**src/rtl/if_stage_pipe.sv**
```systemverilog
// Instruction-fetch stage: PC register, combinational imem address, IF/ID pipeline
// register with freeze/flush/redirect handling, plus fetch and redirect counters.
module if_stage_pipe #(
    parameter int                  ADDR_W    = 32,
    parameter int                  INSTR_W   = 32,
    parameter logic [ADDR_W-1:0]   RESET_PC  = '0,
    parameter logic [INSTR_W-1:0]  NOP_INSTR = '0,
    parameter int                  RCNT_W    = 16
) (
    input  logic               clk,
    input  logic               rst,
    input  logic               freeze,
    input  logic               branch_taken,
    input  logic [ADDR_W-1:0]  branch_addr,
    input  logic               flush,
    output logic [ADDR_W-1:0]  imem_addr,
    input  logic [INSTR_W-1:0] imem_data,
    output logic [ADDR_W-1:0]  if_id_pc,
    output logic [INSTR_W-1:0] if_id_instr,
    output logic               if_id_valid,
    output logic [31:0]        fetch_count,
    output logic [RCNT_W-1:0]  redirect_count
);

    function automatic logic [RCNT_W-1:0] sat_inc(input logic [RCNT_W-1:0] v);
        if (&v) return v;
        return v + RCNT_W'(1);
    endfunction

    logic [ADDR_W-1:0] pc;
    logic [ADDR_W-1:0] pc_plus4;
    logic              squash;
    logic              capture;

    assign imem_addr = pc;
    assign pc_plus4  = pc + ADDR_W'(4);
    assign squash    = flush | branch_taken;
    assign capture   = !squash && !freeze;

    // Stage IF: program counter; a taken branch overrides a hazard freeze
    always_ff @(posedge clk or negedge rst) begin
        if (!rst) begin
            pc <= RESET_PC;
        end else if (branch_taken) begin
            pc <= {branch_addr[ADDR_W-1:2], 2'b00};
        end else if (!freeze) begin
            pc <= pc_plus4;
        end
    end

    // Stage IF/ID boundary: squash beats freeze, freeze holds, otherwise capture
    always_ff @(posedge clk or negedge rst) begin
        if (!rst) begin
            if_id_pc    <= '0;
            if_id_instr <= NOP_INSTR;
            if_id_valid <= 1'b0;
        end else if (squash) begin
            if_id_pc    <= '0;
            if_id_instr <= NOP_INSTR;
            if_id_valid <= 1'b0;
        end else if (capture) begin
            if_id_pc    <= pc_plus4;
            if_id_instr <= imem_data;
            if_id_valid <= 1'b1;
        end
    end

    // Performance counters: fetches wrap, redirects saturate
    always_ff @(posedge clk or negedge rst) begin
        if (!rst) begin
            fetch_count    <= '0;
            redirect_count <= '0;
        end else begin
            if (capture)      fetch_count    <= fetch_count + 32'd1;
            if (branch_taken) redirect_count <= sat_inc(redirect_count);
        end
    end

endmodule

```
**config.mk**
```make
export PLATFORM = sky130hd
export DESIGN_NAME = if_stage_pipe
export DESIGN_NICKNAME = d
export VERILOG_FILES = /design/src/rtl/if_stage_pipe.sv
export SDC_FILE = /design/constraint.sdc
export NUM_CORES = 1
export LEC_CHECK = 0
export CORE_MARGIN = 1
export CORE_UTILIZATION = 47
export DETAILED_ROUTE_END_ITERATION = 8
export GPL_TIMING_DRIVEN = 0
export PLACE_DENSITY = 0.79
export SLEW_MARGIN = 0
export SYNTH_ARGS = -nofsm -noshare
export SYNTH_HDL_FRONTEND = slang
export SYNTH_SLANG_ARGS = --single-unit
```
**constraint.sdc**
```tcl
create_clock -name clk -period 2.9 [get_ports clk]
set_input_delay 0.58 -clock clk [delete_from_list [all_inputs] [get_ports clk]]
set_output_delay 0.58 -clock clk [all_outputs]
set_load 0.03 [all_outputs]
```
# Word-level counts from Yosys, hierarchy flattened
# Cells that the tools add are included.
[classes] n_mux=11 reduce_logical=6 bitwise_logic=1 n_eq_ne=2 addsub=3
[op_table] cell="$mux W32" n=6
[op_table] cell="$add A32 B1 Y32 const B" n=1
[op_table] cell="$add A32 B3 Y32 const B" n=1
[op_table] cell="$add A16 B1 Y16 const B" n=1
[op_table] cell="$mux W16" n=1
[op_table] cell="$reduce_and A16 Y1" n=1
[op_table] cell="$mux W1" n=4
[op_table] cell="$logic_not A1 Y1" n=2
[op_table] cell="$ne A2 B1 Y1 const B" n=1
[op_table] cell="$ne A2 B2 Y1 const B" n=1
[op_table] cell="$reduce_and A2 Y1" n=1
[op_table] cell="$reduce_bool A2 Y1" n=1
[op_table] cell="$logic_and A1 B1 Y1" n=1
[op_table] cell="$or A1 B1 Y1" n=1
[word_totals] elab_cells=29 output_inout_bits=145 register_bits=145 inputBits=69

# Depth between registers and ports, before layout
# Gate-level depths: netlist of run 1.
[depth] depth_word=5 depth_mapped=7 mapped_depth_nobuf=6

# Worst setup path after synthesis of run 1
# Ideal clock, no wire load.
[synth_timing] path_kind="reg-to-reg" start="register fetch_count[0]" end="register fetch_count[26]" required_time_ns=2.766 stages_incl_launch_ff=7 path_buffers=0 slack_ns=0.613 setup_time_ns=0.134 arrival_ns=2.154 period_less_slack_ns=2.287 cell_sequence="dfrtp_1 ha_1 or4b_4 nor4_4 nor3b_2 nand4_1 xnor2_1"
[synth_via] elab_chain_cells=1
[synth_rtl] item="start: declaration" line_no="21" text="output logic [31:0] fetch_count,"
[synth_rtl] item="start signal: assignment" line_no="74" text="if (capture) fetch_count <= fetch_count + 32'd1;"
[synth_rtl] item="$add A32 B1 Y32" line_no="74"
# Every way passes these cells.
# A chain may end at the register's enable or synchronous reset.

# Worst setup path in the final report of run 1
[layout_timing] start="input port branch_taken" end="register fetch_count[26]"
[layout_via] elab_chain_cells=3
[layout_rtl] item="start: declaration" line_no="13" text="input logic branch_taken,"
[layout_rtl] item="$or A1 B1 Y1" line_no="37" text="assign squash = flush | branch_taken;"
[layout_rtl] item="$logic_not A1 Y1" line_no="38" text="assign capture = !squash && !freeze;"
[layout_rtl] item="$logic_and A1 B1 Y1" line_no="38"
# Every way passes these cells.

==> results of run 1 <==
[placed cells by master, fill, tap and decap left out, drive strengths merged, types with 2 or more instances in the layout]
cell / instances
mux2: 4
o21a: 15
clkinvlp: 2
buf: 14
nand3: 30
clkbuf: 51
mux2i: 37
ha: 3
nand2: 70
inv: 23
and2: 2
o21ai: 34
nor4: 11
dfrtp: 141
nor3: 19
a21oi: 26
nor2: 80
clkinv: 2
and3: 6
or3: 7
conb: 4
or2: 2
a21o: 3
xor2: 40
xnor2: 60
nor2b: 7
clkdlybuf4s50: 205
and4: 9
bufinv: 6
nand4: 20
[stage by stage]
step	power [W]	instances	instance area, um^2
after floorplan	0.00302	703	6960
after global placement	0.00359	1093	9250
after detailed placement	0.00362	1094	9280
after CTS	0.00613	1126	9960
after global routing	0.00632	1126	9960
final	0.00609	1126	9960
[metal layers]
metal,track usage,vias to the layer above,part of all wire
li1,-,2805,-
met1,0.331,2762,0.44
met2,0.390,216,0.47
met3,0.0701,31,0.079
met4,0.0873,0,0.019
met5,0,-,0
[worst reg2reg max path, cell delays in order (launching register included)]
cell      delay [ns]
dfrtp_1         0.49
ha_1            0.29
and3_1          0.26
nand3_1         0.24
clkbuf_1        0.31
nor3_1          0.33
xor2_1          0.26
o21a_1          0.14
[final timing paths]
| check | from | to | slack, ns | cells after the start |
|---|---|---|---|---|
| max in group asynchronous | rst | if_id_valid | 1.97 | 2 |
| min in group clk | redirect_count[10] | redirect_count[10] | 0.49 | 1 |
| worst min-delay path | rst | if_id_instr[0] | 0.14 | 1 |
| worst max-delay path | branch_taken | fetch_count[26] | 0.27 | 6 |
| worst max register to register | imem_addr[2] | if_id_pc[22] | 0.53 | 7 |
| worst min register to register | redirect_count[10] | redirect_count[10] | 0.49 | 1 |
[registers in the layout, summed over array words and instances (netlist names)]
name,flops
redirect_count,16
if_id_instr,32
if_id_valid,1
fetch_count,32
if_id_pc,30
imem_addr,30
[power by group]
part	internal (W)	total (W)	switching (W)	leakage, nW
Clock	0.00168	0.00251	0.000828	0.327
Sequential	0.00213	0.00234	0.000218	1.86
Combinational	0.000547	0.00124	0.000692	2.06
[logic make-up after synthesis]
group,share of synthesized area
xor gates and xnor gates,0.127
DFF,0.508
and+or+nand+nor,0.194
adders and majority gates,0.00541
muxes,0.0598
other,0.000540
buffers and inverters,0.0396
AOI/OAI and AO/OA,0.0652
[layout make-up]
class | count | area, um^2 | area share
timing repair buffer | 207 | 2090 | 0.210
multi-input combinational | 498 | 3150 | 0.316
inverter | 23 | 86.3 | 0.00867
buffer | 41 | 189 | 0.0190
sequential | 141 | 3530 | 0.354
clock buffer | 22 | 474 | 0.0476
clock inverter | 10 | 209 | 0.0210
tap | 184 | 230 | 0.0231
==> impl_metrics.env, run 1 <==
export IMPL_critPathTopFamily="simple AND/OR/NAND/NOR gates"
export IMPL_ant_nets=0
export IMPL_viasPerCell=5.16
export IMPL_dr_total_vias=5814
export IMPL_clk_pin_slew_ns=0.06
export IMPL_timing_final_crit_share=0.908
export IMPL_max_stage_delay_ns=0.64
export IMPL_cts_tree="done"
export IMPL_drive_gt1_frac=0.0616
export IMPL_seq_area_frac_synth=0.508
export IMPL_die_h_um=124
export IMPL_fin_crit_ns=2.63
export IMPL_relSlewSlack=0.543
export IMPL_async_flop_share=1.00
export IMPL_worstPathMaxFanout=8
export IMPL_synth_edff_count=0
export IMPL_drc=0
export IMPL_worstPathRequired_ns=3.20
export IMPL_hold_violations=0
export IMPL_grt_pass1_vias=5481
export IMPL_ys_flop_type="dfrtp_1"
export IMPL_arrival_ns=2.94
export IMPL_crit_type="primary input to flop"
export IMPL_ys_types=43
export IMPL_place_ws_ns=-0.162
export IMPL_worst_slack_ns=0.265
export IMPL_nets=1001
export IMPL_synth_area_leader_cell="dfrtp_1"
export IMPL_syn_to_final_growth_pct=43.4
export IMPL_port_buffers=206
export IMPL_drv_cap=0
export IMPL_first_pass_iters=5
export IMPL_post_cts_resized=0
export IMPL_worst_pin_slew_ns=0.685
export IMPL_grt_max_degree=81
export IMPL_synth_most_common_cell="dfrtp_1"
export IMPL_drv_slew=0
export IMPL_dieArea_mm2=0.0153
export IMPL_skew_ns=0.00680
export IMPL_worst_path_max_delay_cell="or4b_4"
export IMPL_min_path_type="primary input to asynchronous set/reset pin"
export IMPL_setup_tns_ns=0
export IMPL_ys_ff_latch=141
export IMPL_drt_wl_total_mm=18.4
export IMPL_synthesis_area_mm2=0.00694
export IMPL_die_w_um=124
export IMPL_fin_util=0.688
export IMPL_gr_total_overflow=0
export IMPL_drt_iter0_drc=415
export IMPL_clk_path_buf_depth=2
export IMPL_avgSynthCellArea_um2=9.92
export IMPL_rsz0062_at_grt="false"
export IMPL_antenna_found_initial=0
export IMPL_leakage_nw=4.24
export IMPL_dpl_hpwl_mm=13.6
export IMPL_track_usage=0.249
export IMPL_routedWlPerCell_um=16.4
export IMPL_htree_levels=4
export IMPL_fmaxAchievable_ghz=0.380
export IMPL_synth_common_cells="141 x dfrtp_1, 76 x nor2_1, 70 x nand2_1"
export IMPL_gp_congestion=0.889
export IMPL_clock_sinks=141
export IMPL_core_mm2=0.0145
export IMPL_cts_setup_buffers=0
export IMPL_yosys_warnings=0
export IMPL_n_antenna_cell=0
export IMPL_critical_path_buf_inv_count=1
export IMPL_initial_core_util=0.480
export IMPL_fp_row_count=44
export IMPL_cp_cell_sequence="clkdlybuf4s50_1, or4b_4, nor4_4, nor3b_2, nand4_1, xnor2_1"
export IMPL_whs_ns=0.139
export IMPL_grt_pass1_wl_mm=28.6
export IMPL_io_pin_count=214
export IMPL_cts_buffers=17
export IMPL_synth_top_area_frac=0.508
export IMPL_final_fill_count=1126
export IMPL_p_per_area_mw_per_mm2=612
export IMPL_critPathLaunchType="primary input"
export IMPL_ctsHoldBuffers=0
export IMPL_finalSetupViolCount=0
export IMPL_max_vdd_ir_drop_uv=436
export IMPL_synth_cells=700
export IMPL_clock_latency_ns=0.42
export IMPL_status="finished clean"
export IMPL_root_buffer="clkbuf_16"
export IMPL_cp_end_kind="flop"
export IMPL_synthTopCellsByArea="dfrtp_1 51%, xnor2_1 7.6%, mux2i_1 5.3%"
Note: power is estimated with default switching activity, not from simulation.
==> run 2: changes to the inputs <==
--- a/config.mk
+++ b/config.mk
@@ -6,10 +6,10 @@
 export NUM_CORES = 1
 export LEC_CHECK = 0
 export CORE_MARGIN = 1
-export CORE_UTILIZATION = 47
+export CORE_UTILIZATION = 51
 export DETAILED_ROUTE_END_ITERATION = 8
 export GPL_TIMING_DRIVEN = 0
-export PLACE_DENSITY = 0.79
+export PLACE_DENSITY = 0.85
 export SLEW_MARGIN = 0
 export SYNTH_ARGS = -nofsm -noshare
 export SYNTH_HDL_FRONTEND = slang
==> constraint.sdc (replaced) <==
create_clock -name clk -period 3.2 [get_ports clk]
set_input_delay 0.64 -clock clk [delete_from_list [all_inputs] [get_ports clk]]
set_output_delay 0.64 -clock clk [all_outputs]
set_load 0.03 [all_outputs]
==> run 2 against run 1 <==
Worst setup slack improved by 0.27 ns; via count is 1.0% higher; first-iteration DRC count is 7.2% higher; clock power is 20% lower; largest power group is now registers.
==> impl_metrics.env, run 2 (same netlist as run 1, synthesis figures left out) <==
export IMPL_setup_tns_ns=0
export IMPL_layout_common_cells="205 x clkdlybuf4s50_1, 141 x dfrtp_1, 76 x nor2_1"
export IMPL_dpl_hpwl_mm=13.5
export IMPL_fp_row_count=42
export IMPL_first_pass_iters=5
export IMPL_initial_core_util=0.524
export IMPL_relSlewSlack=0.549
export IMPL_htree_levels=4
export IMPL_wl_met2_mm=8.83
export IMPL_drv_slew=0
export IMPL_n_antenna_cell=0
export IMPL_p_per_area_mw_per_mm2=532
export IMPL_drv_cap=0
export IMPL_gp_congestion=0.925
export IMPL_cp_cell_sequence="clkdlybuf4s50_1, or4b_4, nor4_4, nor3b_2, nand4_1, xnor2_1"
export IMPL_finalSetupViolCount=0
export IMPL_antenna_found_initial=0
export IMPL_cts_setup_buffers=0
export IMPL_cts_tree="done"
export IMPL_dp_cells=1086
export IMPL_arrival_ns=2.95
export IMPL_critPathLaunchType="primary input"
export IMPL_routed_wl_met3_mm=1.46
export IMPL_max_stage_delay_ns=0.62
export IMPL_nets=1001
export IMPL_die_w_um=119
export IMPL_top_layer_used="met4"
export IMPL_core_mm2=0.0132
export IMPL_hold_violations=0
export IMPL_syn_to_final_growth_pct=42.2
export IMPL_drt_iter0_drc=445
export IMPL_drive_gt1_frac=0.0616
export IMPL_max_vdd_ir_drop_uv=538
export IMPL_worstPathMaxFanout=8
export IMPL_ctsHoldBuffers=0
export IMPL_status="finished clean"
export IMPL_clk_pin_slew_ns=0.06
export IMPL_leakage_nw=4.20
export IMPL_worstPathRequired_ns=3.49
export IMPL_drt_wl_total_mm=18.6
export IMPL_timing_final_crit_share=0.832
export IMPL_grt_max_degree=95
export IMPL_cts_buffers=17
export IMPL_drt_met1_wl_mm=7.93
export IMPL_grt_pass1_wl_mm=29.3
export IMPL_largest_registers="fetch_count x32, if_id_instr x32"
export IMPL_gr_total_overflow=0
export IMPL_skew_ns=0.00694
export IMPL_routedWlPerCell_um=16.6
export IMPL_clk_path_buf_depth=2
export IMPL_crit_type="primary input to flop"
export IMPL_rsz0062_at_grt="false"
export IMPL_r2r_cells=7
export IMPL_viasPerCell=5.26
export IMPL_min_path_type="primary input to asynchronous set/reset pin"
export IMPL_place_ws_ns=0.130
export IMPL_instances_no_fill=1117
export IMPL_io_pin_count=214
export IMPL_drc=0
export IMPL_die_h_um=119
export IMPL_port_buffers=206
export IMPL_post_cts_resized=0
export IMPL_cp_end_kind="flop"
export IMPL_ant_nets=0
export IMPL_dr_total_vias=5873
export IMPL_layout_commonest_cell="clkdlybuf4s50_1"
export IMPL_final_fill_count=958
export IMPL_worst_path_max_delay_cell="or4b_4"
export IMPL_grt_pass1_vias=5546
export IMPL_fmaxAchievable_ghz=0.376
export IMPL_clock_latency_ns=0.41
export IMPL_dieArea_mm2=0.0141
export IMPL_fin_crit_ns=2.66
export IMPL_clock_sinks=141
export IMPL_track_usage=0.268
export IMPL_worst_pin_slew_ns=0.677
export IMPL_root_buffer="clkbuf_16"
export IMPL_worst_slack_ns=0.539
[run 2: worst paths after layout]
kind	startpoint	slack [ns]	endpoint
worst max-delay path	branch_taken	0.54	fetch_count[26]
worst min-delay path	rst	0.16	if_id_instr[1]
worst max register to register	imem_addr[2]	0.87	if_id_pc[20]
worst min register to register	fetch_count[22]	0.49	fetch_count[22]
max in group asynchronous	rst	2.24	redirect_count[2]
min in group clk	fetch_count[22]	0.49	fetch_count[22]
[run 2: critical path: cells and delay by family]
family	cells	cell delay, ns
simple gates	4	1.58
xor+xnor	1	0.14
buf+inv	1	0.58
[run 2: per-layer routing]
metal  global-route usage  vias up
li1                     -     2810
met3               0.0676       26
met5                    0        -
met2                0.432      255
met1                0.348     2782
met4                0.100        0
[run 2: report_power, final]
group	internal, W	switching [W]	total [W]
logic	0.000495	0.000625	0.00112
registers	0.00193	0.000197	0.00212
clock network	0.00128	0.000725	0.00201
total	0.00370	0.00155	0.00525
[run 2: area by class of cell]
cell class	instances	area (um^2)	area share
clock buffers	21	470	0.0476
plain buffers	41	189	0.0191
inverters	23	86.3	0.00874
multi-input cells	498	3150	0.319
flip-flops and latches	141	3530	0.357
repair buffers	207	2090	0.212
well taps	176	220	0.0223
clock inverters	10	139	0.0141
[run 2: metrics by stage]
stage               utilization  hold WS [ns]  instance area [um^2]  power (W)
global route              0.746         0.177                  9880    0.00547
finish                    0.746         0.156                  9880    0.00525
global placement          0.698         0.481                  9240    0.00324
floorplan                     -         0.344                  6960    0.00274
detailed placement        0.700         0.485                  9270    0.00327
CTS                       0.746         0.159                  9880    0.00529
==> variant 1: new RTL, settings of run 1 <==
Reset style: synchronous (`rst`), changed in 3 clocked blocks.
--- a/src/rtl/if_stage_pipe.sv
+++ b/src/rtl/if_stage_pipe.sv
@@ -38,7 +38,7 @@
     assign capture   = !squash && !freeze;
 
     // Stage IF: program counter; a taken branch overrides a hazard freeze
-    always_ff @(posedge clk or negedge rst) begin
+    always_ff @(posedge clk) begin
         if (!rst) begin
             pc <= RESET_PC;
         end else if (branch_taken) begin
@@ -49,7 +49,7 @@
     end
 
     // Stage IF/ID boundary: squash beats freeze, freeze holds, otherwise capture
-    always_ff @(posedge clk or negedge rst) begin
+    always_ff @(posedge clk) begin
         if (!rst) begin
             if_id_pc    <= '0;
             if_id_instr <= NOP_INSTR;
@@ -66,7 +66,7 @@
     end
 
     // Performance counters: fetches wrap, redirects saturate
-    always_ff @(posedge clk or negedge rst) begin
+    always_ff @(posedge clk) begin
         if (!rst) begin
             fetch_count    <= '0;
             redirect_count <= '0;
Formal check against the unedited RTL: differs if rst is asserted again (counterexample within 4 cycles, from zero or initial values and one cycle with rst low); with rst held inactive, the same outputs for 10 cycles.
==> variant 1 against run 1 <==
- first-iteration DRC count down 4.1%
- critical path depth is 1 higher
- cell area fell by 6.5%
- synthesized area decreased by 8.2%
- sequential cell count unchanged
- wire length up 4.7%
- setup slack got worse by 0.032 ns
- critical endpoint is now if_id_instr[7]
Power is not compared: it rests on default switching activity, and its combinational part moved more than twofold at a synthesized area within 25%.
==> variant 1: results (changes against run 1) <==
Dominant synthesized flop cell -> dfxtp_1
Nets -> 1084 (+8.3%)
R2R depth -> 6 (-1)
Share of layout cells above drive strength 1 -> 0.05469 (-0.006884)
Gr usage total -> 0.2775 (+0.02823)
HP Class -> reg -> reg
Final wirelength -> 19300 um (+4.7%)
GPL Wtd Cong -> 0.8579 (-3.5%)
Pre-CTS setup slack -> -0.1997 ns (-0.03811 ns)
Run status -> finished, final reports clean
Port bufs -> 207 (+0.49%)
Routed vias -> 6420 (+10%)
Crit path DAT -> 3.00 ns (+0.06 ns)
DP Wirelength -> 14130 um (+3.9%)
Crit Path Max Fanout -> 10 (+2)
Worst-margin pin slew -> 0.7556 ns (+0.07019 ns)
Placed Cells -> 1169 (+6.9%)
First-pass GRT wire length -> 30820 um (+7.9%)
Fraction of registers with async set/reset -> 0 (-1.000)
DR vias/cell -> 5.350 (+3.6%)
Starting DRT DRC Count -> 398 (-4.1%)
Mean Syn Cell Area -> 8.138 um2 (-18%)
Seq/Total Area, Yosys -> 0.4430 (-0.06515)
Synth cell types -> 41 (-4.7%)
Number of global-route vias before repair -> 6188 (+13%)
RR Startpoint -> imem_addr[2]
Synth top area cells -> dfxtp_1, a21oi_1, nand2_1
Placed cell areas -> 8676 um2 (-6.5%)
Worst setup path start -> freeze
==> variant 1: cell count changes after synthesis, sizes merged, moves of 10 or more <==
cell,before,now
nand2,70,112
o21a,15,1
dfrtp,141,0
o21ai,34,52
a21oi,26,84
dfxtp,0,141
nand4,20,30
mux2i,37,4
xnor2,60,40
clkbuf,29,39
inv,23,2
==> variant 1: layout make-up <==
class,count,area (um2)
Inverter,4,15.01
Sequential cell,141,2823
Clock buffer,25,505.5
Clock inverter,6,130.1
Tap cell,176,220.2
Timing Repair Buffer,207,2072
Fill cell,1113,3931
Buffer,60,261.5
Multi-Input combinational cell,581,3284
==> variant 1: worst paths after layout <==
path | to | slack (ns)
worst min-delay path | if_id_instr[28] | 0.45
worst max-delay path | if_id_instr[7] | 0.23
worst min register to register | if_id_instr[28] | 0.45
worst max register to register | imem_addr[18] | 0.68
==> variant 1: critical path: stages <==
cell	delay, ns
clkdlybuf4s50_1	0.45
clkbuf_1	0.29
nor3_1	0.46
clkbuf_1	0.49
clkbuf_1	0.46
nand2_1	0.11
a21oi_1	0.15
==> variant 1: kinds of logic after synthesis <==
kind of cell,Yosys count,synth area share
xor+xnor,88,0.1210
mux,4,0.006283
fa+ha+maj,3,0.005891
buf+inv,64,0.04339
other cells,1,0.0005885
flops,141,0.4430
simple gates,326,0.2494
compound gates,156,0.1306
==> variant 1: per-layer routing <==
layer | part of all wire | track usage | vias to the layer above
li1 | - | - | 3151
met1 | 0.43 | 0.3421 | 2979
met4 | 0.030 | 0.1234 | 0
met5 | 0 | 0 | -
met2 | 0.46 | 0.4585 | 253
met3 | 0.072 | 0.06805 | 37
==> variant 1: where the power goes <==
group	switching [mW]	internal (mW)	total (mW)
clock network	0.781	1.55	2.33
registers	0.0455	1.98	2.02
logic	0.287	0.222	0.508
==> variant 2: new RTL, config.mk and constraints of run 1 <==
Made on the original files. `RCNT_W`: 16 -> 20.
--- a/src/rtl/if_stage_pipe.sv
+++ b/src/rtl/if_stage_pipe.sv
@@ -5,7 +5,7 @@
     parameter int                  INSTR_W   = 32,
     parameter logic [ADDR_W-1:0]   RESET_PC  = '0,
     parameter logic [INSTR_W-1:0]  NOP_INSTR = '0,
-    parameter int                  RCNT_W    = 16
+    parameter int                  RCNT_W    = 20
 ) (
     input  logic               clk,
     input  logic               rst,
Interface: changed (resized redirect_count); port bits go from 214 to 218. No check against the original RTL was run, so the function may have changed too.
==> variant 2 against run 1 <==
- cell area increased by 0.46%
- synthesized area increased by 1.3%
- setup slack better by 0.33 ns
- wire length shrank 1.1%
- critical path type unchanged
- count of clock-buffer cells in the layout grew 1
- power fell by 4.4%
- sequential cell count grew 4
- die area increased by 1.3%
==> variant 2: results (changes against run 1) <==
Run status -> finished, final reports clean
CP max stage cell -> clkdlybuf4s50_1
Met2 Resource Use GR -> 0.3880 (-0.001974)
Routed length per instance -> 16.40 um (+0.14%)
Worst skew pair latency -> 0.42 ns (about the same)
CTS Buf Count -> 17 (unchanged)
Crit Path Max Fanout -> 7 (-1)
LEAKAGE -> 4.264 nW (+0.50%)
DP Wirelength -> 13420 um (-1.4%)
Compound-Gate Fraction of Synth Area -> 0.06920 (+0.003980)
Synth top area cells -> dfrtp_1, xnor2_1, xor2_1
Adder-cell share of the synthesized area -> 0.005337 (-0.00006828)
VDD IR max -> 0.0004201 V (-3.6%)
XOR/XNOR share of the synthesized area -> 0.1283 (+0.001062)
Largest registers -> fetch_count: 32 flops, if_id_instr: 32 flops
Sw Share -> 0.2948 (+0.009504)
Fraction of registers with async set/reset -> 1.000 (unchanged)
Pre-CTS setup slack -> 0.1913 ns (+0.3528 ns)
Number of global-route vias before repair -> 5709 (+4.2%)
Post-CTS sizing -> 0 (unchanged)
Worst path max stage delay -> 0.48 ns (-0.16 ns)
Ant. Diodes -> 0 (unchanged)
Placed cell areas -> 9395 um2 (+1.3%)
Rel. slew slack -> 0.4121 (-0.1310)
Nets -> 987 (-1.4%)
Starting DRT DRC Count -> 289 (-30%)
Met2 wire len -> 8572 um (about the same)
Routed vias -> 5768 (-0.79%)
H-tree Lvls -> 4 (unchanged)
Seq/Total Area, Yosys -> 0.5159 (+0.007814)
Clock Skew -> 0.005909 ns (-0.0008875 ns)
Reg area -> 3628 um2 (+2.8%)
Max layer used -> met4
Met3 wire length -> 1186 um (-19%)
R2R depth -> 6 (-1)
Gr usage total -> 0.2454 (-0.003858)
Antenna violations before repair -> 0 (unchanged)
Port bufs -> 209 (+1.5%)
Worst Path Required -> 3.20 ns (about the same)
HP Class -> in -> async
CTS Buffer Depth -> 2 (unchanged)
Reg clk slew, reported paths -> 0.06 ns (about the same)
Met1 Wirelength -> 8273 um (+2.8%)
First drt pass iteration count -> 4 (-1)
Synth cell types -> 49 (+14%)
Share of layout cells above drive strength 1 -> 0.08513 (+0.02356)
GPL Wtd Cong -> 0.8210 (-7.7%)
Post-synth top cells -> dfrtp_1, nor2_1, nand2_1
Post-synthesis mux area share -> 0.05159 (-0.008228)
First-pass GRT wire length -> 30010 um (+5.0%)
Grt met1 use -> 0.3300 (-0.001120)
Largest net degree at the start of global routing -> 93 (+15%)
FILL cells -> 1144 (+1.6%)
GR Layer Usage met3 -> 0.07045 (+0.0003360)
CP top delay family -> simple AND/OR/NAND/NOR gates
==> variant 2: changes by cell type in the layout (fill, tap and decap cells not counted), moves of 7 or more <==
cell and change:
inv_1 -17, nor3_1 -10, clkbuf_1 -9, nor2_1 -10
and3_1 +10, o21a_1 -13, nand4_1 +7, nand3_1 +12
o21ai_0 +16, nand2_1 -10, nor4_1 -9, or3_1 -7
==> variant 2: logic make-up (layout without fill, tap and decap cells) <==
kind of cell,after synthesis,in the layout
mux,36,36
compound gates,90,90
fa+ha+maj,3,3
simple gates,256,256
other cells,1,4
buf+inv,49,291
xor+xnor,103,103
flops,145,145
==> variant 2: power by group through the flow <==
stage               Sequential, mW  Combinational [mW]  Clock [mW]
finish                        2.37                1.24        2.22
global route                  2.40                1.33        2.34
CTS                           2.37                1.25        2.25
detailed placement            2.40                1.24           0
global placement              2.39                1.22           0
floorplan                     2.67               0.397           0
==> variant 2: path summary, 6_finish.rpt <==
path	slack [ns]	end	start
min	0.25	fetch_count[31]	rst
min in group clk	0.47	fetch_count[31]	fetch_count[31]
min reg2reg	0.47	fetch_count[31]	fetch_count[31]
max	0.60	fetch_count[29]	flush
max in group asynchronous	1.89	imem_addr[8]	rst
max reg2reg	0.67	if_id_pc[30]	imem_addr[2]
==> variant 2: stage by stage <==
step / TNS (ns) / std cells
2_1_floorplan: 0 / 686
3_3_place_gp: -655.42 / 1079
3_5_place_dp: 0 / 1080
4_1_cts: 0 / 1112
5_1_grt: 0 / 1112
6_report: 0 / 1112
==> variant 2: area by class of cell <==
cell class | count | share of cell area
Sequential cell | 145 | 0.3626
Clock inverter | 9 | 0.01025
Multi-Input combinational cell | 492 | 0.3197
Clock buffer | 23 | 0.05077
Timing Repair Buffer | 210 | 0.2120
Tap cell | 184 | 0.02301
Inverter | 6 | 0.002251
Buffer | 43 | 0.01938
